$ cat src/rtl/arbiter_round_robin_binary_registered.sv
// Round-robin arbiter over INPUT_COUNT valid/ready channels with a one-entry registered output
// carrying the winning word and its binary channel index; 1-cycle latency, full rate under out_ready.
module arbiter_round_robin_binary_registered #(
    parameter int WORD_WIDTH  = 8,
    parameter int INPUT_COUNT = 4,
    parameter int ADDR_WIDTH  = 2,
    parameter int TOTAL_WIDTH = WORD_WIDTH * INPUT_COUNT
) (
    input  logic                   clock,
    input  logic                   clear_n,
    input  logic [INPUT_COUNT-1:0] in_valid,
    output logic [INPUT_COUNT-1:0] in_ready,
    input  logic [TOTAL_WIDTH-1:0] words_in,
    output logic                   out_valid,
    input  logic                   out_ready,
    output logic [WORD_WIDTH-1:0]  word_out,
    output logic [ADDR_WIDTH-1:0]  selector_out
);

    logic                  out_valid_q, out_valid_d;
    logic [WORD_WIDTH-1:0] word_q, word_d;
    logic [ADDR_WIDTH-1:0] sel_q, sel_d;
    logic [ADDR_WIDTH-1:0] ptr_q, ptr_d;

    logic                  found;
    logic [ADDR_WIDTH-1:0] grant;
    logic [WORD_WIDTH-1:0] word_sel;
    logic                  load;

    // Circular search starting at the pointer; the index wraps at INPUT_COUNT, not at 2**ADDR_WIDTH.
    always_comb begin
        int idx;
        found = 1'b0;
        grant = '0;
        idx   = 0;
        for (int j = 0; j < INPUT_COUNT; j++) begin
            idx = int'(ptr_q) + j;
            if (idx >= INPUT_COUNT) idx = idx - INPUT_COUNT;
            for (int i = 0; i < INPUT_COUNT; i++) begin
                if (!found && idx == i && in_valid[i]) begin
                    found = 1'b1;
                    grant = i[ADDR_WIDTH-1:0];
                end
            end
        end
    end

    always_comb begin
        word_sel = '0;
        for (int i = 0; i < INPUT_COUNT; i++) begin
            if (int'(grant) == i) word_sel = words_in[i*WORD_WIDTH +: WORD_WIDTH];
        end
    end

    assign load = clear_n & (~out_valid_q | out_ready) & found;

    always_comb begin
        in_ready = '0;
        for (int i = 0; i < INPUT_COUNT; i++) begin
            in_ready[i] = load & (int'(grant) == i);
        end
    end

    always_comb begin
        out_valid_d = out_valid_q;
        word_d      = word_q;
        sel_d       = sel_q;
        ptr_d       = ptr_q;
        if (load) begin
            out_valid_d = 1'b1;
            word_d      = word_sel;
            sel_d       = grant;
            if (int'(grant) == INPUT_COUNT - 1) ptr_d = '0;
            else                                ptr_d = grant + ADDR_WIDTH'(1);
        end else if (out_ready) begin
            out_valid_d = 1'b0;
        end
    end

    always_ff @(posedge clock) begin
        if (!clear_n) begin
            out_valid_q <= 1'b0;
            word_q      <= '0;
            sel_q       <= '0;
            ptr_q       <= '0;
        end else begin
            out_valid_q <= out_valid_d;
            word_q      <= word_d;
            sel_q       <= sel_d;
            ptr_q       <= ptr_d;
        end
    end

    assign out_valid    = out_valid_q;
    assign word_out     = word_q;
    assign selector_out = sel_q;

endmodule

$ cat config.mk
export PLATFORM = sky130hd
export DESIGN_NAME = arbiter_round_robin_binary_registered
export DESIGN_NICKNAME = d
export VERILOG_FILES = /design/src/rtl/arbiter_round_robin_binary_registered.sv
export SDC_FILE = /design/constraint.sdc
export NUM_CORES = 1
export LEC_CHECK = 0
export ABC_AREA = 1
export BUFFER_PORTS_ARGS = -buffer_cell sky130_fd_sc_hd__buf_2
export CORE_MARGIN = 2
export CORE_UTILIZATION = 45
export DETAILED_ROUTE_END_ITERATION = 10
export GPL_ROUTABILITY_DRIVEN = 1
export PLACE_DENSITY = 0.86
export SLEW_MARGIN = 20
export SYNTH_ARGS = -nofsm -noshare
export SYNTH_HDL_FRONTEND = slang
export SYNTH_SLANG_ARGS = --single-unit
$ cat constraint.sdc
create_clock -name clock -period 3.5 [get_ports clock]
set_input_delay 0.35 -clock clock [delete_from_list [all_inputs] [get_ports clock]]
set_output_delay 0.35 -clock clock [all_outputs]
set_load 0.03 [all_outputs]
==> results of run 1 <==
placed cells by master, fill, tap and decap left out:
cell and n:
o21ai_0 26, nor2_1 25, nand2_1 41, inv_1 23, nand4_2 1, ha_2 1, nand2_4 1, clkbuf_4 3
nand4_1 6, clkinvlp_4 1, buf_2 53, ha_1 3, nor3_1 3, clkbuf_1 1, dfxtp_1 13, a21oi_1 8
nand3_1 27, nor2_2 3, inv_2 1
cell type report:
class                      count  area share, %
multi-input combinational    145          50.50
sequential                    13          18.76
inverter                      25          7.033
tap                           30          2.705
timing repair buffer          53          19.12
clock buffer                   4          1.894
cell families (layout without fill, tap and decap cells):
family	Yosys count	in the layout	share of synthesized area, %
AND/OR/NAND/NOR	107	107	42.78
AO/OA/AOI/OAI	34	34	15.23
buffers and inverters	33	82	14.22
flip-flops	13	13	23.29
adder cells (fa/ha/maj)	4	4	4.479
flip-flops by register name (all words and copies together), names as in the netlist:
name / count
word_out: 8
ptr_q: 2
selector_out: 2
out_valid: 1
worst register-to-register path: stages, from the launching register on:
cell	delay [ns]
dfxtp_1	0.45
inv_1	0.09
nand3_1	0.09
nand2_1	0.11
nor2_2	0.14
nand4_1	0.10
nor2_2	0.14
nand4_1	0.12
nor2_2	0.15
nand4_1	0.15
nand2_1	0.18
inv_1	0.08
ha_1	0.30
inv_2	0.18
nand3_1	0.09
nand2_1	0.08
o21ai_0	0.07
nand2_1	0.06
o21ai_0	0.10
o21ai_0	0.16
power groups by stage:
| stage | Clock [uW] | Sequential, uW | Combinational [uW] |
|---|---|---|---|
| floorplan | 0 | 304 | 712 |
| global placement | 0 | 235 | 962 |
| detailed placement | 0 | 236 | 982 |
| CTS | 95.6 | 233 | 983 |
| global route | 105 | 240 | 1150 |
| finish | 92.9 | 234 | 997 |
metrics by stage:
step	power [uW]	setup WS (ns)	util, %	hold slack [ns]	std cells
after floorplan	1016	0.6293	-	0.4849	191
after global placement	1197	0.5890	56.23	0.4605	266
after detailed placement	1217	0.5355	56.23	0.4697	266
after CTS	1312	0.2169	57.32	0.3457	270
after global routing	1496	0.005936	57.58	0.3649	270
final	1324	0.3457	57.58	0.3509	270
cell usage after synthesis (all sizes together):
master / instances / area, sq um
ha: 4 / 50.05
o21ai: 26 / 130.1
nand4: 7 / 50.05
nand3: 27 / 135.1
nand2: 42 / 165.2
clkbuf: 5 / 22.52
a21oi: 8 / 40.04
nor3: 3 / 15.01
nor2: 28 / 112.6
buf: 3 / 42.54
dfxtp: 13 / 260.3
clkinv: 2 / 7.510
inv: 23 / 86.33
routing by layer:
metal | track usage (%) | share of wire (%)
met1 | 24.07 | 42
met2 | 35.37 | 52
met3 | 4.722 | 6.1
met4 | 3.846 | 0.50
met5 | 0 | 0
path summary, 6_finish.rpt:
path	startpoint	end	slack, ns	cells past startpoint
max	ptr_q[0]$_SDFFE_PN0P_	in_ready[3]	0.35	14
min	words_in[31]	word_out[7]$_SDFFE_PN0P_	0.35	3
min reg2reg	word_out[2]$_SDFFE_PN0P_	word_out[2]$_SDFFE_PN0P_	0.48	2
max reg2reg	ptr_q[0]$_SDFFE_PN0P_	word_out[1]$_SDFFE_PN0P_	0.60	19
==> impl_results.md, run 1 <==
* Status: complete, no violations
* PortBufs at 53
* Register area share after synthesis at 23.29%
* GRT Util Overall at 19.84%
* Startpoint Class: flip-flop
* FP Rows at 18
* Buf/Inv on CP at 3
* N_diodes at 0
* Cells after Synth at 191
* Period Utilization, post-route at 90.12%
* Share of cells above drive strength 1 at 26.67%
* Largest delay contributor family on the critical path: simple AND/OR/NAND/NOR gates
* Critical Path Sink Type: primary output
* CORE AREA at 0.002410 sq mm
* Internal power at 583.5 uW
* Worst min path class: in -> reg
* Yosys Warn Count at 0
* Worst-path clk slew at 0.08 ns
* Layout overhead on the synthesized area at 24.19%
* Area of the multi-input gates at 700.7 sq um
* Final Cell Area at 0.001388 sq mm
* Chip Width at 53.83 um
* Via count at 1,387
* Max frequency at 317.0 MHz
* Static Leak at 0.0007836 uW
* TritonRoute pass-1 iters at 4
* CP Class: reg -> out
* Via-to-Cell Ratio at 5.137
* CTS Sinks at 13
* Initial core utilization at 46.37%
* Vias in the first global route at 1,076
* Final setup fails at 0
* Final TNS setup at 0 ns
* Layout filler cell count at 244
* Post-route ant nets at 0
* Psw at 740.3 uW
* Clock power frac at 7.0%
* Sw frac at 55.92%
* Rel. slew slack at 78.90%
* Sequential Power Share at 17.7%
* Critical path cell sequence: inv_1, nand3_1, nand2_1, nor2_2, nand4_1, nor2_2, nand4_1, nor2_2, nand4_1, nand2_1, ha_1, clkinvlp_4, nor2_1, buf_2
* Post-synth cell types at 18
* Post-Syn Area at 0.001117 sq mm
* Worst Max-Slew Pin Slew at 0.3165 ns
* Logic pwr share at 75.3%
* Layout Nets at 284
* RePlAce Congestion at 0.8271
* Setup repair bufs after CTS at 0
* Avg Cell Area, Syn at 5.850 sq um
* Post-CTS Resized at 0
* Worst-path maximum fanout at 18
* Ports at 54
* DR WL/cell at 10.47 um
* Fin. max-slew vios at 0
* Die height at 53.83 um
* Antenna violations before repair at 0
* Max IR drop VDD at 0.6069 mV
* Total power per unit cell area at 954.0 mW/mm^2
* DRC at 0
* Critical path arrival at 2.80 ns
* First-pass GRT wire length at 4284 um
* CTS tree: yes
* Max cap viols at 0
* Clock Skew at 0.006057 ns
* GRT overflow at 0
* TritonCTS Buffers at 3
* Post-cts hold buffer count at 0
* DRT Wirelength at 2826 um
* Clk buf depth at 2
* RSZ-0062 raised after global routing: false
* Die area at 0.002898 sq mm
* FF+latch count, synth at 13
* Fin crit period at 3.154 ns
* Largest net degree at the start of global routing at 28
* Syn nets at 234
* Register area at 260.3 sq um
* CP required at 3.15 ns
* DRT iter0 DRCs at 42
* CTS H-Tree Depth at 1
* Clock Latency Late Sink at 0.28 ns
* Hpwl dp at 2244 um
* Final hold vios at 0
* Max stage delay cell, worst path: dfxtp_1
* Max incr delay on CP at 0.45 ns
* Root Buffer: clkbuf_4
* Cell Area, Placed at 0.001355 sq mm
Power figures use the tool's default switching activity.
==> run 2, diff against run 1 <==
- CORE_UTILIZATION: 45 -> 46
- PLACE_DENSITY: 0.86 -> 0.88
==> impl_results.md, run 2 (synthesis gave the netlist of run 1 again) <==
* Clk buf depth at 2
* Max cap viols at 0
* Worst Max-Slew Pin Slew at 0.3082 ns
* Period Utilization, post-route at 89.17%
* TritonCTS Buffers at 3
* R2R Path Start: ptr_q[0]$_SDFFE_PN0P_
* Non-filler instance count after layout at 269
* Hold Path End: out_valid$_SDFFE_PN0P_
* Critical path arrival at 2.77 ns
* Final hold vios at 0
* R2R depth at 19
* Critical path cell sequence: inv_1, nand3_1, nand2_1, nor2_2, nand4_1, nor2_2, nand4_1, nor2_2, nand4_1, nand2_1, ha_1, inv_2, nor2_1, buf_2
* Hpwl dp at 2374 um
* Worst-path clk slew at 0.07 ns
* Startpoint Class: flip-flop
* Most frequent cells in the layout: buf_2 (53), nand2_1 (41), nand3_1 (27)
* Rel. slew slack at 79.45%
* Worst min path class: in -> reg
* TritonRoute pass-1 iters at 4
* Critical Path Sink Type: primary output
* Layout filler cell count at 247
* Hold_sp: out_ready
* Initial core utilization at 49.56%
* Largest net degree at the start of global routing at 28
* First-pass GRT wire length at 4588 um
* Chip Width at 53.29 um
* GRT overflow at 0
* RePlAce Congestion at 0.9386
* Max IR drop VDD at 0.6451 mV
* Ports at 54
* Clock Latency Late Sink at 0.27 ns
* Status: complete, no violations
* Via count at 1,364
* Final TNS setup at 0 ns
* DRT iter0 DRCs at 40
* Die area at 0.002839 sq mm
* Max frequency at 320.4 MHz
* Fin util at 61.60%
* Vias in the first global route at 1,130
* Post-route ant nets at 0
* R2R Path End: word_out[2]$_SDFFE_PN0P_
* Final Cell Area at 0.001389 sq mm
* Final setup fails at 0
* Fin crit period at 3.121 ns
* GRT Util Overall at 21.27%
* Commonest non-fill, non-tap cell in the layout: buf_2
* Fin. max-slew vios at 0
* Antenna violations before repair at 0
* Root Buffer: clkbuf_4
* Layout overhead on the synthesized area at 24.30%
* Clock Skew at 0.0002600 ns
* DRC at 0
* Max incr delay on CP at 0.44 ns
* DR WL/cell at 11.09 um
* R2r setup slk at 0.61 ns
* Static Leak at 0.0007883 uW
* CORE AREA at 0.002255 sq mm
* DRT Wirelength at 2983 um
* N_diodes at 0
* CP Class: reg -> out
* CTS Sinks at 13
* FP Rows at 17
* Cell Area, Placed at 0.001360 sq mm
* Setup repair bufs after CTS at 0
* Layout Nets at 285
* CTS tree: yes
* Max reg flops at 8
* PortBufs at 53
* Dpl cells at 265
* Via-to-Cell Ratio at 5.071
* RSZ-0062 raised after global routing: false
* Number of cells on the worst hold path at 4
* CTS H-Tree Depth at 1
* Share of cells above drive strength 1 at 26.56%
* Max stage delay cell, worst path: dfxtp_1
* Total power per unit cell area at 971.6 mW/mm^2
* Die height at 53.29 um
* CP required at 3.15 ns
* Worst-path maximum fanout at 9
run 2: cell types whose count changed in the layout (fill, tap and decap cells not counted), sizes merged:
cell,change
clkinv,+1
buf,+1
clkinvlp,-1
run 2: worst max path at each step:
stage               slack [ns]          end             startpoint  cells after the start
finish                    0.38  in_ready[1]  ptr_q[0]$_SDFFE_PN0P_                     14
global route              0.07  in_ready[1]  ptr_q[0]$_SDFFE_PN0P_                     14
CTS                       0.24  in_ready[1]  ptr_q[0]$_SDFFE_PN0P_                     14
detailed placement        0.54  in_ready[1]  ptr_q[0]$_SDFFE_PN0P_                     14
global placement          0.60  in_ready[1]  ptr_q[0]$_SDFFE_PN0P_                     14
floorplan                 0.63  in_ready[1]  ptr_q[0]$_SDFFE_PN0P_                     16
run 2: report_power, final:
part           switching (uW)  internal [uW]  total, uW
clock network            43.9           44.1       88.0
logic                     682            347       1030
registers                32.3            200        233
total                     758            591       1350
run 2: worst max-delay path, delay by kind of cell (launching register included):
family / cells / cell delay (ns)
AND/OR/NAND/NOR: 10 / 1.29
flip-flops: 1 / 0.44
buffers and inverters: 3 / 0.42
adder cells (fa/ha/maj): 1 / 0.36
run 2: area by class of cell:
class                           count  area, sq um  share of cell area, %
Multi-Input combinational cell    145        700.7                  50.45
Timing Repair Buffer               54        272.8                  19.64
Sequential cell                    13        260.3                  18.74
Inverter                           25        93.84                  6.757
Tap cell                           28        35.03                  2.523
Clock buffer                        4        26.28                  1.892
run 2: routing by layer:
layer | track usage [%] | wire [um] | vias up
li1 | - | - | 722
met1 | 27.65 | 1328 | 577
met2 | 36.21 | 1423 | 61
met3 | 1.977 | 198 | 4
met4 | 7.265 | 32 | 0
met5 | 0 | 0 | -
run 2: timing repair:
item	CTS	global route
gates resized for setup	0	2
endpoints found under the hold margin	0	0
setup endpoints to repair	0	2
hold buffers	0	0
run 2: per-stage QoR:
step / setup slack, ns / hold slack, ns / power (uW)
final: 0.3791 / 0.3766 / 1349
after global routing: 0.06827 / 0.4150 / 1506
after CTS: 0.2444 / 0.3729 / 1335
after detailed placement: 0.5443 / 0.4686 / 1244
after global placement: 0.6023 / 0.4627 / 1223
after floorplan: 0.6293 / 0.4849 / 1016
==> run 3, diff against run 2 <==
- CORE_UTILIZATION: 46 -> 41
- PLACE_DENSITY: 0.88 -> 0.83
- clock period: 3.5 -> 2.68 ns (I/O delays scaled with it)
==> impl_results.md, run 3 (synthesis gave the netlist of run 1 again) <==
* Share of cells above drive strength 1 at 49.43%
* Startpoint Class: flip-flop
* Final hold slack at 0.2530 ns
* GRT Util Overall at 20.69%
* Post-route ant nets at 0
* Final TNS setup at -0.06447 ns
* RePlAce Congestion at 0.8742
* CP required at 2.85 ns
* Register area at 267.8 sq um
* TritonCTS Buffers at 3
* Cell Area, Placed at 0.001373 sq mm
* Final hold vios at 0
* Fin. max-slew vios at 0
* TritonRoute pass-1 iters at 5
* Final Cell Area at 0.001838 sq mm
* Critical Path Sink Type: flip-flop
* Max reg flops at 8
* DRC at 0
* Period Utilization, post-route at 101.3%
* Pwr Total at 2740 uW
* PortBufs at 53
* Clock power frac at 4.4%
* Ports at 54
* Worst min path class: in -> reg
* Total power per unit cell area at 1491 mW/mm^2
* Die area at 0.003159 sq mm
* Layout overhead on the synthesized area at 64.50%
* Hpwl dp at 2300 um
* CTS H-Tree Depth at 1
* Final setup margin at -0.03440 ns
* Chip Width at 56.21 um
* Rel. slew slack at 60.42%
* DRT iter0 DRCs at 144
* Max frequency at 368.4 MHz
* Max IR drop VDD at 1.198 mV
* Fin util at 72.87%
* DR WL/cell at 14.55 um
* Critical path arrival at 2.88 ns
* Worst Max-Slew Pin Slew at 0.5915 ns
* Area of the multi-input gates at 938.4 sq um
* Die height at 56.21 um
* CTS tree: yes
* Post-cts hold buffer count at 0
* CTS Sinks at 13
* Clock Skew at 0.0009737 ns
* Max cap viols at 0
* Final setup fails at 4
* Most frequent cells in the layout: buf_2 (49), nand2_1 (33), nand3_1 (23)
* Worst-path maximum fanout at 8
* Clock Latency Late Sink at 0.27 ns
* Worst-path clk slew at 0.08 ns
* Antenna violations before repair at 0
* FP Rows at 18
* Static Leak at 0.0009318 uW
* Sw frac at 54.01%
* Clk buf depth at 2
* Via count at 1,589
* Via-to-Cell Ratio at 5.460
* Logic pwr share at 83.4%
* Root Buffer: clkbuf_4
* RSZ-0062 raised after global routing: true
* Psw at 1480 uW
* DRT Wirelength at 4234 um
* N_diodes at 0
* CORE AREA at 0.002522 sq mm
* Largest net degree at the start of global routing at 28
* GRT overflow at 0
* CP Class: reg -> reg
* Internal power at 1260 uW
* Failing checks: setup timing
* Vias in the first global route at 1,250
* First-pass GRT wire length at 5313 um
* Layout Nets at 305
* Fin crit period at 2.714 ns
* Layout filler cell count at 190
* Initial core utilization at 44.30%
* Commonest non-fill, non-tap cell in the layout: buf_2
* Status: finished with violations
* Sequential Power Share at 12.2%
run 3: cell types whose count changed in the layout (fill, tap and decap cells not counted), sizes merged:
cell	before	now
nand2	42	43
buf	54	73
run 3: final timing paths:
path,slack (ns),endpoint,cells after the start,from
hold reg to reg,0.47,word_out[0]$_SDFFE_PN0P_,2,word_out[0]$_SDFFE_PN0P_
hold / removal,0.25,word_out[2]$_SDFFE_PN0P_,3,words_in[26]
setup reg to reg,-0.03,word_out[4]$_SDFFE_PN0P_,21,ptr_q[1]$_SDFFE_PN0P_
setup / recovery,-0.03,word_out[4]$_SDFFE_PN0P_,21,ptr_q[1]$_SDFFE_PN0P_
run 3: power groups by stage:
| stage | clock network (uW) | logic, uW | registers [uW] |
|---|---|---|---|
| 2_1_floorplan | 0 | 934 | 397 |
| 3_3_place_gp | 0 | 1320 | 307 |
| 3_5_place_dp | 0 | 1330 | 311 |
| 4_1_cts | 126 | 1680 | 315 |
| 5_1_grt | 133 | 2460 | 342 |
| 6_report | 121 | 2290 | 334 |
run 3: metal layers:
metal / vias up / track usage, % / share of wire, %
met5: - / 0 / 0
met4: 0 / 6.803 / 1.2
met3: 8 / 1.860 / 6.3
met2: 75 / 34.96 / 53
met1: 739 / 27.54 / 40
li1: 767 / - / -
run 3: final cells by class:
type                       instances  area share, %
clock buffer                       4          1.430
multi-input combinational        146          51.06
timing repair buffer              73          24.57
inverter                          25          6.331
tap                               30          2.042
sequential                        13          14.57
run 3: metrics by stage:
stage,worst slack [ns],cells
finish,-0.03440,291
global route,-0.2212,291
CTS,0.01020,283
detailed placement,-0.08459,268
global placement,-0.04789,268
floorplan,0.004715,191
run 3: what timing repair did:
action / in CTS / in global routing
gates resized for setup: 34 / 71
endpoints found under the setup margin: 12 / 12
gates cloned: 0 / 1
pin swaps: 10 / 25
buffers inserted: 11 / 8
hold endpoints to repair: 0 / 0
run 3: critical path, cell delays in order (launching register included):
cell and delay (ns):
dfxtp_4 0.39, inv_4 0.09, nand2_4 0.06, nand3_2 0.06, nand2_2 0.07, nor2_4 0.09, nand4_1 0.09, nor2_2 0.12
nand4_1 0.13, nor2_2 0.13, nand4_1 0.19, buf_6 0.20, nand2_8 0.08, inv_6 0.05, ha_4 0.17, buf_6 0.14
a21oi_2 0.13, nand2_1 0.06, o21ai_1 0.10, nand2_1 0.09, o21ai_1 0.09, o21ai_1 0.07
